## src/rtl/synth_pkg.sv

```systemverilog
// synth_pkg: shared defaults and enums for the polyphonic voice allocator.
//   NUM_VOICES_DEF / NOTE_W_DEF : default voice count and note-number width
//   state_e    : allocator sequencing state
//   sel_case_e : which selection rule picked the target voice
package synth_pkg;

    localparam int NUM_VOICES_DEF = 4;
    localparam int NOTE_W_DEF     = 7;

    typedef enum logic [1:0] {
        IDLE        = 2'd0,
        RETRIG_LOW  = 2'd1,
        RETRIG_HIGH = 2'd2
    } state_e;

    typedef enum logic [1:0] {
        SEL_RETRIG = 2'd0,  // gated voice already playing this note
        SEL_FREE   = 2'd1,  // lowest-index voice, gate off and envelope finished
        SEL_AGED   = 2'd2,  // oldest voice with gate off (envelope still releasing)
        SEL_STEAL  = 2'd3   // everything gated: take the oldest voice
    } sel_case_e;

endpackage

```

## src/rtl/voice_select.sv

```systemverilog
// voice_select: combinational target picker for a note-on.
//   gate_i/running_i : per-voice gate and envelope-active flags
//   note_i           : per-voice assigned note
//   rank_i           : per-voice age rank (greatest = oldest, all distinct)
//   note_num_i       : incoming note number
//   tgt_o/case_o     : chosen voice index and the rule that chose it
module voice_select
    import synth_pkg::*;
#(
    parameter int NUM_VOICES = NUM_VOICES_DEF,
    parameter int NOTE_W     = NOTE_W_DEF,
    localparam int AW        = $clog2(NUM_VOICES)
) (
    input  logic [NUM_VOICES-1:0]             gate_i,
    input  logic [NUM_VOICES-1:0]             running_i,
    input  logic [NUM_VOICES-1:0][NOTE_W-1:0] note_i,
    input  logic [NUM_VOICES-1:0][AW-1:0]     rank_i,
    input  logic [NOTE_W-1:0]                 note_num_i,
    output logic [AW-1:0]                     tgt_o,
    output sel_case_e                         case_o
);

    logic          hit, free, aged;
    logic [AW-1:0] hit_idx, free_idx, aged_idx, aged_rank, old_idx, old_rank;

    always_comb begin
        hit = 1'b0;  hit_idx  = '0;
        free = 1'b0; free_idx = '0;
        aged = 1'b0; aged_idx = '0; aged_rank = '0;
        old_idx = '0; old_rank = '0;
        // Scan downwards so the last match written is the lowest index.
        for (int v = NUM_VOICES - 1; v >= 0; v--) begin
            if (gate_i[v] && note_i[v] == note_num_i) begin
                hit = 1'b1; hit_idx = AW'(v);
            end
            if (!gate_i[v] && !running_i[v]) begin
                free = 1'b1; free_idx = AW'(v);
            end
        end
        // Ranks are distinct, so greatest-rank searches have a unique winner.
        for (int v = 0; v < NUM_VOICES; v++) begin
            if (!gate_i[v] && (!aged || rank_i[v] > aged_rank)) begin
                aged = 1'b1; aged_idx = AW'(v); aged_rank = rank_i[v];
            end
            if (rank_i[v] >= old_rank) begin
                old_idx = AW'(v); old_rank = rank_i[v];
            end
        end
    end

    always_comb begin
        if (hit) begin
            tgt_o = hit_idx;  case_o = SEL_RETRIG;
        end else if (free) begin
            tgt_o = free_idx; case_o = SEL_FREE;
        end else if (aged) begin
            tgt_o = aged_idx; case_o = SEL_AGED;
        end else begin
            tgt_o = old_idx;  case_o = SEL_STEAL;
        end
    end

endmodule

```

## src/rtl/voice_allocator.sv

```systemverilog
// voice_allocator: assigns note events to envelope voices with LRU stealing.
//   clk_i, rst_ni      : clock, asynchronous active-low reset
//   note_valid_i/ready : event handshake (ready is combinational)
//   note_on_i, note_num_i : event type and note number
//   panic_i            : drop every gate, abandon any retrigger
//   running_i          : per-voice envelope-active flags (read only)
//   gate_o, voice_note_o : per-voice gate and assigned note (voice v at [v*NOTE_W +: NOTE_W])
//   stealing_o         : high during the forced gate-low/gate-high retrigger sequence
module voice_allocator
    import synth_pkg::*;
#(
    parameter int NUM_VOICES = NUM_VOICES_DEF,
    parameter int NOTE_W     = NOTE_W_DEF
) (
    input  logic                         clk_i,
    input  logic                         rst_ni,
    input  logic                         note_valid_i,
    output logic                         note_ready_o,
    input  logic                         note_on_i,
    input  logic [NOTE_W-1:0]            note_num_i,
    input  logic                         panic_i,
    input  logic [NUM_VOICES-1:0]        running_i,
    output logic [NUM_VOICES-1:0]        gate_o,
    output logic [NUM_VOICES*NOTE_W-1:0] voice_note_o,
    output logic                         stealing_o
);

    localparam int AW = $clog2(NUM_VOICES);

    state_e                           state_q, state_d;
    logic [NUM_VOICES-1:0]            gate_q, gate_d;
    logic [NUM_VOICES-1:0][NOTE_W-1:0] note_q, note_d;
    logic [NUM_VOICES-1:0][AW-1:0]    rank_q, rank_d;
    logic [AW-1:0]                    tgt_q, tgt_d, sel_tgt;
    sel_case_e                        sel_case;
    logic                             stealing_q, stealing_d;
    logic                             accept, seq_needed;

    voice_select #(.NUM_VOICES(NUM_VOICES), .NOTE_W(NOTE_W)) u_sel (
        .gate_i     (gate_q),
        .running_i  (running_i),
        .note_i     (note_q),
        .rank_i     (rank_q),
        .note_num_i (note_num_i),
        .tgt_o      (sel_tgt),
        .case_o     (sel_case)
    );

    assign accept     = note_valid_i && note_ready_o;
    // Retrigger and steal both need a guaranteed low gate cycle.
    assign seq_needed = (sel_case == SEL_RETRIG) || (sel_case == SEL_STEAL);

    // FSM: state register
    always_ff @(posedge clk_i or negedge rst_ni) begin
        if (!rst_ni) state_q <= IDLE;
        else         state_q <= state_d;
    end

    // FSM: next state
    always_comb begin
        state_d = state_q;
        if (panic_i) begin
            state_d = IDLE;
        end else begin
            case (state_q)
                IDLE:        if (accept && note_on_i && seq_needed) state_d = RETRIG_LOW;
                RETRIG_LOW:  state_d = RETRIG_HIGH;
                RETRIG_HIGH: state_d = IDLE;
                default:     state_d = IDLE;
            endcase
        end
    end

    // FSM: outputs
    always_comb begin
        note_ready_o = rst_ni && (state_q == IDLE) && !panic_i;
        stealing_d   = (state_d != IDLE);
    end

    // Voice datapath next state
    always_comb begin
        gate_d = gate_q;
        note_d = note_q;
        rank_d = rank_q;
        tgt_d  = tgt_q;
        if (panic_i) begin
            gate_d = '0;
        end else if (state_q == RETRIG_LOW) begin
            gate_d[tgt_q] = 1'b1;
        end else if (accept) begin
            if (note_on_i) begin
                note_d[sel_tgt] = note_num_i;
                gate_d[sel_tgt] = !seq_needed;
                tgt_d           = sel_tgt;
                // Target becomes newest; everything newer than it ages by one.
                for (int v = 0; v < NUM_VOICES; v++)
                    if (rank_q[v] < rank_q[sel_tgt]) rank_d[v] = rank_q[v] + AW'(1);
                rank_d[sel_tgt] = '0;
            end else begin
                for (int v = 0; v < NUM_VOICES; v++)
                    if (gate_q[v] && note_q[v] == note_num_i) gate_d[v] = 1'b0;
            end
        end
    end

    always_ff @(posedge clk_i or negedge rst_ni) begin
        if (!rst_ni) begin
            gate_q     <= '0;
            note_q     <= '0;
            tgt_q      <= '0;
            stealing_q <= 1'b0;
            for (int v = 0; v < NUM_VOICES; v++) rank_q[v] <= AW'(v);
        end else begin
            gate_q     <= gate_d;
            note_q     <= note_d;
            rank_q     <= rank_d;
            tgt_q      <= tgt_d;
            stealing_q <= stealing_d;
        end
    end

    assign gate_o       = gate_q;
    assign voice_note_o = note_q;
    assign stealing_o   = stealing_q;

endmodule

```

## config.mk

```make
export PLATFORM = sky130hd
export DESIGN_NAME = voice_allocator
export DESIGN_NICKNAME = d
export VERILOG_FILES = /design/src/rtl/synth_pkg.sv /design/src/rtl/voice_select.sv /design/src/rtl/voice_allocator.sv
export SDC_FILE = /design/constraint.sdc
export NUM_CORES = 1
export LEC_CHECK = 0
export BUFFER_PORTS_ARGS = -buffer_cell sky130_fd_sc_hd__buf_4
export CAP_MARGIN = 20
export CORE_MARGIN = 3
export CORE_UTILIZATION = 53
export CTS_BUF_LIST = sky130_fd_sc_hd__clkbuf_4
export DETAILED_ROUTE_END_ITERATION = 8
export PLACE_DENSITY = 0.79
export SYNTH_ARGS = -nofsm -noshare
export SYNTH_HDL_FRONTEND = slang
export SYNTH_SLANG_ARGS = --single-unit
```

## constraint.sdc

```tcl
create_clock -name clk_i -period 5.2 [get_ports clk_i]
set_input_delay 0.52 -clock clk_i [delete_from_list [all_inputs] [get_ports clk_i]]
set_output_delay 0.52 -clock clk_i [all_outputs]
set_load 0.02 [all_outputs]
```

Yosys cells after proc, flatten, opt, wreduce, memory -nomap -nowiden
Cells that the tools add are included.
{"block": "totals", "reg_bits": 45, "in_bits": 16, "out_inout_bits": 34, "wordCells": 173}
{"block": "op_classes", "addsub": 4, "n_lt_le_gt_ge": 15, "n_eq_ne": 6, "mux": 81, "bitwise": 5, "n_reduce_logical": 47}
{"operator": "$mux W2", "count": 47}
{"operator": "$bwmux W28", "count": 1}
{"operator": "$eq A7 B7 Y1", "count": 4}
{"operator": "$mux W1", "count": 21}
{"operator": "$logic_and A1 B1 Y1", "count": 18}
{"operator": "$mux W4", "count": 4}
{"operator": "$reduce_bool A4 Y1", "count": 4}
{"operator": "$demux W7 S2", "count": 1}
{"operator": "$logic_not A1 Y1", "count": 12}
{"operator": "$add A2 B1 Y2 const B", "count": 4}
{"operator": "$and A8 B8 Y8", "count": 1}
{"operator": "$lt A2 B2 Y1", "count": 4}
{"operator": "$not A8 Y8", "count": 1}
{"operator": "$reduce_and A2 Y1", "count": 4}
{"operator": "$mux W7", "count": 1}
{"operator": "$ge A2 B1 Y1 const B", "count": 3}
{"operator": "$ge A2 B2 Y1", "count": 3}
{"operator": "$gt A2 B2 Y1", "count": 3}
{"operator": "$lt A2 B3 Y1 const B", "count": 2}
{"operator": "$bmux W2 S2", "count": 1}
{"operator": "$bwmux W4", "count": 1}
{"operator": "$demux W1 S2", "count": 2}
{"operator": "$demux W2 S2", "count": 1}
{"operator": "$logic_not A2 Y1", "count": 2}
{"operator": "other kinds (9)", "count": 13}

Logic depth before layout (Yosys ltp)
Gate-level depths: netlist of the first run.
{"block": "depth", "depth_word": 25, "mapped_depth": 26, "depth_no_buf": 24}

By module
Synthesis of the first run repeated with hierarchy kept, for this count alone.
{"block": "unflattened", "cells_unflattened": 347, "area_unflattened_um2": 3575.9}
{"mod": "voice_allocator", "instances": 1, "cells_each": 224, "area_per_inst_um2": 2653.8, "seq_area_each_um2": 1131.1}
{"mod": "voice_select", "instances": 1, "cells_each": 123, "area_per_inst_um2": 922.1, "seq_area_each_um2": 0.0}

Least setup slack after synthesis of the first run
Ideal clock, no wire load.
{"block": "synth_timing", "path_type": "flip-flop to flip-flop", "start": "register gate_q[0] (netlist: gate_o[0])", "end": "register rank_q[5] in the netlist's numbering", "setup_ns": 0.077, "t_arrival_ns": 5.827, "required_ns": 5.123, "slack_ns": -0.704, "path_stages_with_launch": 25, "path_buffers": 2, "synth_period_minus_slack_ns": 5.904, "cell_sequence": "dfrtp_1 -> buf_4 -> nand2b_1 -> ha_1 -> nor2b_1 -> o311ai_1 -> mux2_2 -> ha_1 -> and2_1 -> a221oi_2 -> mux2_2 -> ha_1 -> nor2b_1 -> o21ai_0 -> nand2_1 -> o221ai_1 -> a21boi_4 -> buf_4 -> nand2_1 -> o21ai_0 -> o21ai_0 -> ha_1 -> or4_1 -> xnor2_1 -> a31oi_1"}
{"block": "synth_between", "elab_chain_len": 25, "word_cells_on_any_way": 46, "classes_between": "order compare: 6; mux: 26; bitwise: 2; reduce/logical: 12"}
{"element": "start, declared", "line": "voice_allocator.sv:31", "text": "logic [NUM_VOICES-1:0] gate_q, gate_d;"}
{"element": "start signal, assigned", "line": "voice_allocator.sv:114", "text": "gate_q <= gate_d;"}
{"element": "$mux W2", "line": "voice_select.sv:42", "text": "if (!gate_i[v] && (!aged || rank_i[v] > aged_rank)) begin"}
{"element": "$gt A2 B2 Y1", "line": "voice_select.sv:42"}
{"element": "$logic_or A1 B1 Y1", "line": "voice_select.sv:42"}
{"element": "$logic_and A1 B1 Y1", "line": "voice_select.sv:42"}
{"element": "$mux W2 or $mux W1 (tied branches)", "line": "voice_select.sv:42"}
{"element": "$gt A2 B2 Y1 or $logic_not A1 Y1 (tied branches)", "line": "voice_select.sv:42"}
{"element": "$logic_or A1 B1 Y1", "line": "voice_select.sv:42"}
{"element": "$logic_and A1 B1 Y1", "line": "voice_select.sv:42"}
{"element": "[... 9 more ...]"}
{"element": "$mux W2 (not written as such)", "line": "voice_allocator.sv:97", "text": "if (rank_q[v] < rank_q[sel_tgt]) rank_d[v] = rank_q[v] + AW'(1);"}
{"element": "$lt A2 B2 Y1", "line": "voice_allocator.sv:97"}
{"element": "$mux W2", "line": "voice_allocator.sv:97"}
{"element": "$mux W2", "line": "voice_allocator.sv:91", "text": "if (note_on_i) begin"}
{"element": "$mux W2", "line": "voice_allocator.sv:90", "text": "end else if (accept) begin"}
{"element": "$mux W2", "line": "voice_allocator.sv:88", "text": "end else if (state_q == RETRIG_LOW) begin"}
{"element": "$mux W2", "line": "voice_allocator.sv:86", "text": "if (panic_i) begin"}
{"element": "$and A8 B8 Y8 (no line) (*)"}
{"element": "end signal, assigned", "line": "voice_allocator.sv:116", "text": "rank_q <= rank_d;"}
{"element": "end, declared", "line": "voice_allocator.sv:33", "text": "logic [NUM_VOICES-1:0][AW-1:0] rank_q, rank_d;"}
Mark *: on every way between the ends. The rest lies on a longest branch, timed or not. The select of a mux whose other input is x is not followed.
A chain may end at the register's enable or synchronous reset.

Worst setup path after layout of the first run
Same ends and word-level chain as after synthesis.

==> key figures, run 1 <==
Status
  • Status: finished clean

Die
  • Die height: 80.6 µm
  • Core ar.: 0.00524 mm²
  • Io pins: 50
  • Row cnt: 26
  • Initial Util: 56.3%
  • Die Area: between 0.006 and 0.007 mm²
  • Die W: 80.6 µm

Clocking
  • Clock slew at reported path FFs: 0.13 ns
  • CTS Sinks: 45
  • H-tree depth: 2
  • CTS tree: built
  • Hold_buf cts: 0
  • Total CTS buffers: 5
  • Clk buf depth: 2
  • Worst skew pair latency: 0.35 ns
  • CTS root buffer: clkbuf_4

Synthesis
  • Main flop type after synthesis: dfrtp_1
  • Synth Area in Adders: 7.64%
  • Fraction of registers with async set or reset after synthesis: 100%
  • Yosys cell types: 50
  • Syn_nets: 324
  • Largest family of logic cells by synthesized area: simple AND/OR/NAND/NOR gates
  • Simple-gate share of the synthesized area: between 15 and 20%
  • Synth Area in Compound Gates: 12.8%
  • Post-synthesis mux area share: between 10% and 20%
  • Syn Std Cell Area: just under 0.003 mm²
  • Synth Area in XOR/XNOR: 9.21%
  • EDFF count, synth: 0
  • Post-Syn Instances: 290
  • Mean Syn Cell Area: 10.2 µm²
  • Synth Register Bits: 45
  • Ys Warns: 0
  • Sequential fraction of the synthesis area: 38.4%

Setup path
  • Worst Path Max Fanout: 4
  • WS Path Type: flip-flop to flip-flop
  • Path depth of the worst reg2reg path: 21
  • Flop-to-flop setup slack: 0.03 ns
  • Worst R2R End: rank_q[5]$_DFFE_PN1P_
  • RR Startpoint: gate_o[0]$_DFFE_PN0P_
  • CP Capture Point: rank_q[5]$_DFFE_PN1P_
  • Required time of the worst setup path: 5.48 ns
  • Worst setup path start: gate_o[0]$_DFFE_PN0P_
  • CP Capture Type: flip-flop
  • Crit path arrival time: about 5.5 ns
  • Crit path launch type: flip-flop

Routing
  • Total Routed Length: 7.08 mm
  • DRC: 0
  • Via count: 2,360
  • Number of DRC markers in iteration 0: 105
  • Via/cell ratio: 5.69
  • Routed wire length per instance: 17.1 µm
  • Final antenna-violating net count: 0
  • Drt pass-1 iters: 4

STA
  • Min cycle time layout: 5.17 ns
  • Endpoints failing setup: 0
  • Crit share post-route: 99.4%
  • Hold Vio Cnt, Final: 0
  • Slew Viols, Final: 0
  • Fmax: between 150 and 200 MHz
  • Fin Clk Skew: 0.0140 ns
  • RSZ-0062 raised after global routing: true
  • Worst slew pin tran: 0.701 ns
  • Slew HR: 53.1%
  • Worst setup margin: 0.0312 ns

Flow run
  • Maxcap violations: 0

Power
  • P per Cell Area: 615 mW/mm²
  • Leak: approximately 0.0016 µW
  • Worst vdd ir: between 0.3 and 0.4 mV
  • Total power draw: between 2000 and 2500 µW

Global routing
  • Largest net degree at the start of global routing: 48
  • Tot GR Track Use: 23.2%
  • Number of global-route vias before repair: 2,361
  • GRT overflow: 0
  • Global-route wire length before repair: 11.6 mm
  • Initial antenna violation count: 0

Place
  • Gpl congestion: ~0.88
  • Hpwl dp: 5.29 mm
  • Placement Setup Slack: -0.00794 ns
  • IO buf count: 49

Worst hold path
  • Hold Crit Class: input pin to asynchronous set/reset pin

Cells and area
  • Final #Nets: around 380
  • N_diodes: 0
  • Fraction of layout instances using a drive strength above 1: approximately 39%
  • P&R area growth vs syn: 25.0%
## stage by stage
| step | hold WS [ns] | util (%) | cell area [µm²] | cells | TNS [ns] |
|---|---|---|---|---|---|
| finish | 0.142 | 70.4 | 3690 | 415 | 0 |
| detailed placement | 0.543 | 66.7 | 3490 | 402 | -0.00794 |
| global route | 0.165 | 70.4 | 3690 | 415 | -0.274 |
| global placement | 0.536 | 66.7 | 3490 | 402 | 0 |
| floorplan | 0.224 | - | 3070 | 290 | -0.388 |
| CTS | 0.161 | 68.5 | 3590 | 410 | 0 |
## worst min-delay path by stage
| stage | start | to | slack [ns] |
|---|---|---|---|
| after floorplan | rst_ni | gate_o[0]$_DFFE_PN0P_ | 0.22 |
| after global placement | voice_note_o[18]$_DFFE_PN0P_ | voice_note_o[18]$_DFFE_PN0P_ | 0.54 |
| after detailed placement | voice_note_o[22]$_DFFE_PN0P_ | voice_note_o[22]$_DFFE_PN0P_ | 0.54 |
| after CTS | rst_ni | tgt_q[1]$_DFFE_PN0P_ | 0.16 |
| after global routing | rst_ni | state_q[0]$_DFF_PN0_ | 0.16 |
| final | rst_ni | gate_o[2]$_DFFE_PN0P_ | 0.14 |
## cells by family (layout without fill, tap and decap cells)
kind of cell,after synthesis,after routing
fa+ha+maj,18,18
buf+inv,28,83
compound gates,56,56
simple gates,81,81
flops,45,45
mux,31,31
xor+xnor,31,31
## layer usage
metal  track usage [%]  wire [µm]  up-vias
li1                  -          -     1151
met1              30.9       3180     1136
met2              39.2       3420       62
met3              4.26        378       11
met4              5.24        100        0
met5                 0          0        -
## worst max-delay path: stages, from the launching register on
cell      delay, ns
dfrtp_2        0.44
nand2b_4       0.16
ha_4           0.21
nor2b_4        0.13
o311ai_4       0.30
mux2_4         0.36
ha_4           0.24
and2_4         0.14
a221oi_4       0.32
mux2_4         0.34
ha_4           0.22
nor2b_4        0.12
o21ai_2        0.13
nand2_2        0.09
o311ai_4       0.33
a31oi_4        0.16
o211ai_1       0.14
o21ai_2        0.12
ha_1           0.31
or4_4          0.54
xnor2_2        0.14
a31oi_1        0.17
## cells in the mapped netlist, types with 3 or more instances
cell type	instances	area share, %
nor2b_1	4	0.85
mux2_2	29	11
nand2_1	13	1.7
nor2_1	23	2.9
buf_2	7	1.2
o21ai_0	14	2.4
xnor2_1	23	6.8
xor2_1	8	2.4
dfrtp_1	41	35
a21oi_1	13	2.2
nand3_1	4	0.68
ha_1	18	7.6
inv_1	14	1.8
dfstp_2	4	3.6
nor3b_1	4	1.0
nand4_1	7	1.5
nand2b_1	7	1.5
buf_4	3	0.76
o21bai_1	3	0.76
a31oi_1	5	1.1
## placed cells by master, fill, tap and decap left out, types with 3 or more instances in the layout
cell type and n:
buf_4 59, nand2b_1 6, xor2_1 8, clkbuf_4 6, a21oi_1 13, nand3_1 4
xnor2_1 22, nand4_1 7, a31oi_1 4, nand2_1 12, inv_1 13, mux2_2 27
nor3b_1 4, nor2_1 23, o21ai_1 3, ha_4 3, dfstp_2 4, o21ai_0 9
ha_1 15, dfrtp_1 40
## sequential cells by signal, summed over array words and instances, names as in the netlist
signal and count:
gate_o 4, state_q 2, rank_q 8, tgt_q 2, voice_note_o 28, stealing_o 1
## repair_timing
action | 4_1_cts | 5_1_grt
setup buffers | 0 | 5
pin swaps | 0 | 18
endpoints found under the setup margin | 1 | 7
gates resized for setup | 2 | 13
hold endpoints to repair | 0 | 0
## cell type report
| cell class | instances | area [µm²] |
|---|---|---|
| clock buffer | 6 | 45.0 |
| clock inverter | 2 | 35.0 |
| fill | 396 | 1550 |
| inverter | 15 | 56.3 |
| multi-input combinational | 217 | 1880 |
| sequential | 45 | 1130 |
| tap | 70 | 87.6 |
| timing repair buffer | 60 | 454 |
## report_power, final
group	total [µW]	internal, µW	leakage (µW)	switching (µW)
Sequential	636	490	0.000576	145
Clock	218	106	0.0000456	112
Combinational	1420	711	0.00102	704
Note: power is estimated with default switching activity, not from simulation.
==> run 2: changes to the inputs <==
SETUP_SLACK_MARGIN = 0.15   (was default)
==> run 2 against run 1 <==
The flow now finishes with violations (negative setup slack); die area stayed put; combinational power hardly changed; wire length is 1.2% higher; critical endpoint unchanged; highest routed layer unchanged.
==> key figures, run 2 (synthesis gave the netlist of run 1 again) <==
Status
  • Status: finished with violations (was finished clean)
  • Failing checks: negative setup slack

Die
  • Core ar.: 0.00524 mm² (unchanged)
  • Io pins: 50 (unchanged)
  • Row cnt: 26 (unchanged)
  • Die Area: 0.00650 mm² (unchanged)
  • Die W: 80.6 µm (unchanged)
  • Die height: 80.6 µm (unchanged)
  • Initial Util: 56.3% (unchanged)

Place
  • Hpwl dp: 5.16 mm (was 5.29 mm)
  • Gpl congestion: 0.892 (was 0.881)
  • IO buf count: 49 (unchanged)
  • Placement Setup Slack: -0.0450 ns (was -0.00794 ns)

Global routing
  • Met2 Track Usage GR: 37.7% (was 39.2%)
  • Grt peak-use layer: met2 (unchanged)
  • GRT overflow: 0 (unchanged)
  • Number of global-route vias before repair: 2,293 (was 2,361)
  • Tot GR Track Use: 22.9% (was 23.2%)
  • Met3 usage: 4.37% (was 4.26%)
  • Global-route wire length before repair: 11.5 mm (was 11.6 mm)
  • Initial antenna violation count: 0 (unchanged)
  • GRT met1 Usage: 30.3% (was 30.9%)
  • Largest net degree at the start of global routing: 48 (unchanged)

Setup path
  • Worst Path Max Fanout: 4 (unchanged)
  • Largest stage delay on the critical path: 0.55 ns (was 0.54 ns)
  • Crit path top cell by count: ha_4 (unchanged)
  • CP top delay family: compound AO/OA/AOI/OAI gates (unchanged)
  • Flop-to-flop setup slack: -0.003 ns (was 0.03 ns)
  • Worst path cell trace: nand2b_4 > ha_4 > nor2b_4 > o311ai_4 > mux2_4 > ha_4 > and2_4 > a221oi_4 > mux2_4 > ha_4 > nor2b_1 > o21ai_1 > nand2_2 > o311ai_4 > a31oi_4 > o211ai_1 > o21ai_2 > ha_1 > or4_4 > xnor2_2 > a31oi_1 (was nand2b_4 > ha_4 > nor2b_4 > o311ai_4 > mux2_4 > ha_4 > and2_4 > a221oi_4 > mux2_4 > ha_4 > nor2b_4 > o21ai_2 > nand2_2 > o311ai_4 > a31oi_4 > o211ai_1 > o21ai_2 > ha_1 > or4_4 > xnor2_2 > a31oi_1)
  • Buf/Inv on CP: 0 (unchanged)
  • WS Path Type: flip-flop to flip-flop (unchanged)
  • Crit path arrival time: 5.49 ns (was 5.45 ns)
  • CP Capture Type: flip-flop (unchanged)
  • Required time of the worst setup path: 5.48 ns (about the same)
  • Crit path launch type: flip-flop (unchanged)
  • Slowest cell on crit path: or4_4 (unchanged)

Cells and area
  • Most frequent cells in the layout: 63 x buf_4, 38 x dfrtp_1, 27 x mux2_2, 23 x nor2_1, 22 x xnor2_1 (was 59 x buf_4, 40 x dfrtp_1, 27 x mux2_2, 23 x nor2_1, 22 x xnor2_1)
  • Final core utilization: 71.5% (was 70.4%)
  • Largest register FFs: 28 (unchanged)
  • Fraction of layout instances using a drive strength above 1: 39.8% (was 38.8%)
  • N_diodes: 0 (unchanged)
  • Final #Nets: 382 (was 378)
  • P&R area growth vs syn: 27.0% (was 25.0%)
  • Most common cell after layout, fill and taps aside: buf_4 (unchanged)

Routing
  • Final antenna-violating net count: 0 (unchanged)
  • Number of DRC markers in iteration 0: 95 (was 105)
  • Total Routed Length: 7.17 mm (was 7.08 mm)
  • Via count: 2,403 (was 2,360)
  • DRC: 0 (unchanged)
  • Via/cell ratio: 5.74 (was 5.69)
  • Routed wire length per instance: 17.1 µm (about the same)
  • Drt pass-1 iters: 4 (unchanged)

Clocking
  • Clk buf depth: 2 (unchanged)
  • CTS root buffer: clkbuf_4 (unchanged)
  • Clock slew at reported path FFs: 0.14 ns (was 0.13 ns)
  • Hold_buf cts: 0 (unchanged)
  • CTS Sinks: 45 (unchanged)
  • H-tree depth: 2 (unchanged)
  • Worst skew pair latency: 0.36 ns (was 0.35 ns)
  • Total CTS buffers: 5 (unchanged)
  • CTS tree: built (unchanged)

STA
  • Slew HR: 47.6% (was 53.1%)
  • Hold Vio Cnt, Final: 0 (unchanged)
  • Worst setup margin: -0.00342 ns (was 0.0312 ns)
  • Min cycle time layout: 5.20 ns (was 5.17 ns)
  • Worst slew pin tran: 0.784 ns (was 0.701 ns)
  • Fin Clk Skew: 0.0104 ns (was 0.0140 ns)
  • RSZ-0062 raised after global routing: true (unchanged)
  • Crit share post-route: 100% (was 99.4%)
  • Fmax: 192 MHz (was 193 MHz)
  • Slew Viols, Final: 0 (unchanged)
  • Endpoints failing setup: 1 (was 0)

Power
  • Clock network fraction of total power: 9.7% (was 9.6%)
  • Leak: 0.00165 µW (about the same)
  • Flop pwr share: 28.3% (was 28.0%)
  • Internal Power: 1300 µW (was 1310 µW)
  • Part of the power in combinational logic: 62.0% (was 62.4%)
  • Worst vdd ir: 0.338 mV (was 0.377 mV)
  • Net Sw Frac: 42.4% (about the same)
  • P per Cell Area: 605 mW/mm² (was 615 mW/mm²)
  • Net Sw Power: 962 µW (about the same)

Flow run
  • Maxcap violations: 0 (unchanged)

Worst hold path
  • Hold Crit Class: input pin to asynchronous set/reset pin (unchanged)
run 2: cell count changes in the layout (fill, tap and decap cells not counted), moves of 2 or more:
| cell | change |
|---|---|
| dfrtp_1 | -2 |
| buf_4 | +4 |
| ha_1 | -2 |
| dfrtp_2 | +2 |
| nor2b_1 | +2 |
| ha_4 | +2 |
run 2: final timing paths:
kind,to,cells after the start,from
setup / recovery,rank_q[5]$_DFFE_PN1P_,21,gate_o[0]$_DFFE_PN0P_
hold / removal,gate_o[2]$_DFFE_PN0P_,1,rst_ni
setup reg to reg,rank_q[5]$_DFFE_PN1P_,21,gate_o[0]$_DFFE_PN0P_
hold reg to reg,voice_note_o[8]$_DFFE_PN0P_,1,voice_note_o[8]$_DFFE_PN0P_
max in group asynchronous,rank_q[3]$_DFFE_PN0P_,1,rst_ni
min in group clk_i,gate_o[3]$_DFFE_PN0P_,2,panic_i
run 2: power groups by stage:
| stage | Clock, µW | Sequential (µW) | Combinational [µW] |
|---|---|---|---|
| global placement | 0 | 636 | 1220 |
| floorplan | 0 | 740 | 782 |
| CTS | 220 | 635 | 1330 |
| finish | 219 | 641 | 1410 |
| detailed placement | 0 | 641 | 1260 |
| global route | 235 | 663 | 1540 |
run 2: worst reg2reg max path: cells and delay by family (launching register included):
family                   cells  cell delay, ns
multiplexers                 2            0.69
AND/OR/NAND/NOR              6            1.20
flip-flops                   1            0.45
XOR/XNOR                     1            0.15
adder cells (fa/ha/maj)      4            0.94
AO/OA/AOI/OAI                8            1.71
run 2: final cells by class:
| cell class | instances | area (µm²) |
|---|---|---|
| Multi-Input combinational cell | 217 | 1900 |
| Fill cell | 376 | 1490 |
| Sequential cell | 45 | 1130 |
| Timing Repair Buffer | 64 | 484 |
| Tap cell | 70 | 87.6 |
| Inverter | 15 | 56.3 |
| Clock inverter | 3 | 41.3 |
| Clock buffer | 5 | 37.5 |
run 2: metrics by stage:
step | TNS [ns] | std cells | cell area [µm²] | total power [µW] | hold slack [ns]
finish | -0.00342 | 419 | 3740 | 2270 | 0.133
CTS | 0 | 414 | 3660 | 2180 | 0.155
global route | -0.628 | 419 | 3740 | 2440 | 0.168
detailed placement | -0.0723 | 401 | 3490 | 1900 | 0.529
global placement | 0 | 401 | 3490 | 1860 | 0.534
floorplan | -0.388 | 290 | 3080 | 1520 | 0.224
run 2: timing repair:
item	4_1_cts	5_1_grt
pin swaps	5	19
setup endpoints to repair	10	21
resized for setup	8	9
setup buffers	5	5
run 2: metal layers:
metal  vias to the layer above  routed length [µm]  part of all wire, %
met2                        72                3370                   47
met5                         -                   0                    0
li1                       1160                   -                    -
met4                         0                 166                  2.3
met1                      1154                3250                   45
met3                        17                 383                  5.3
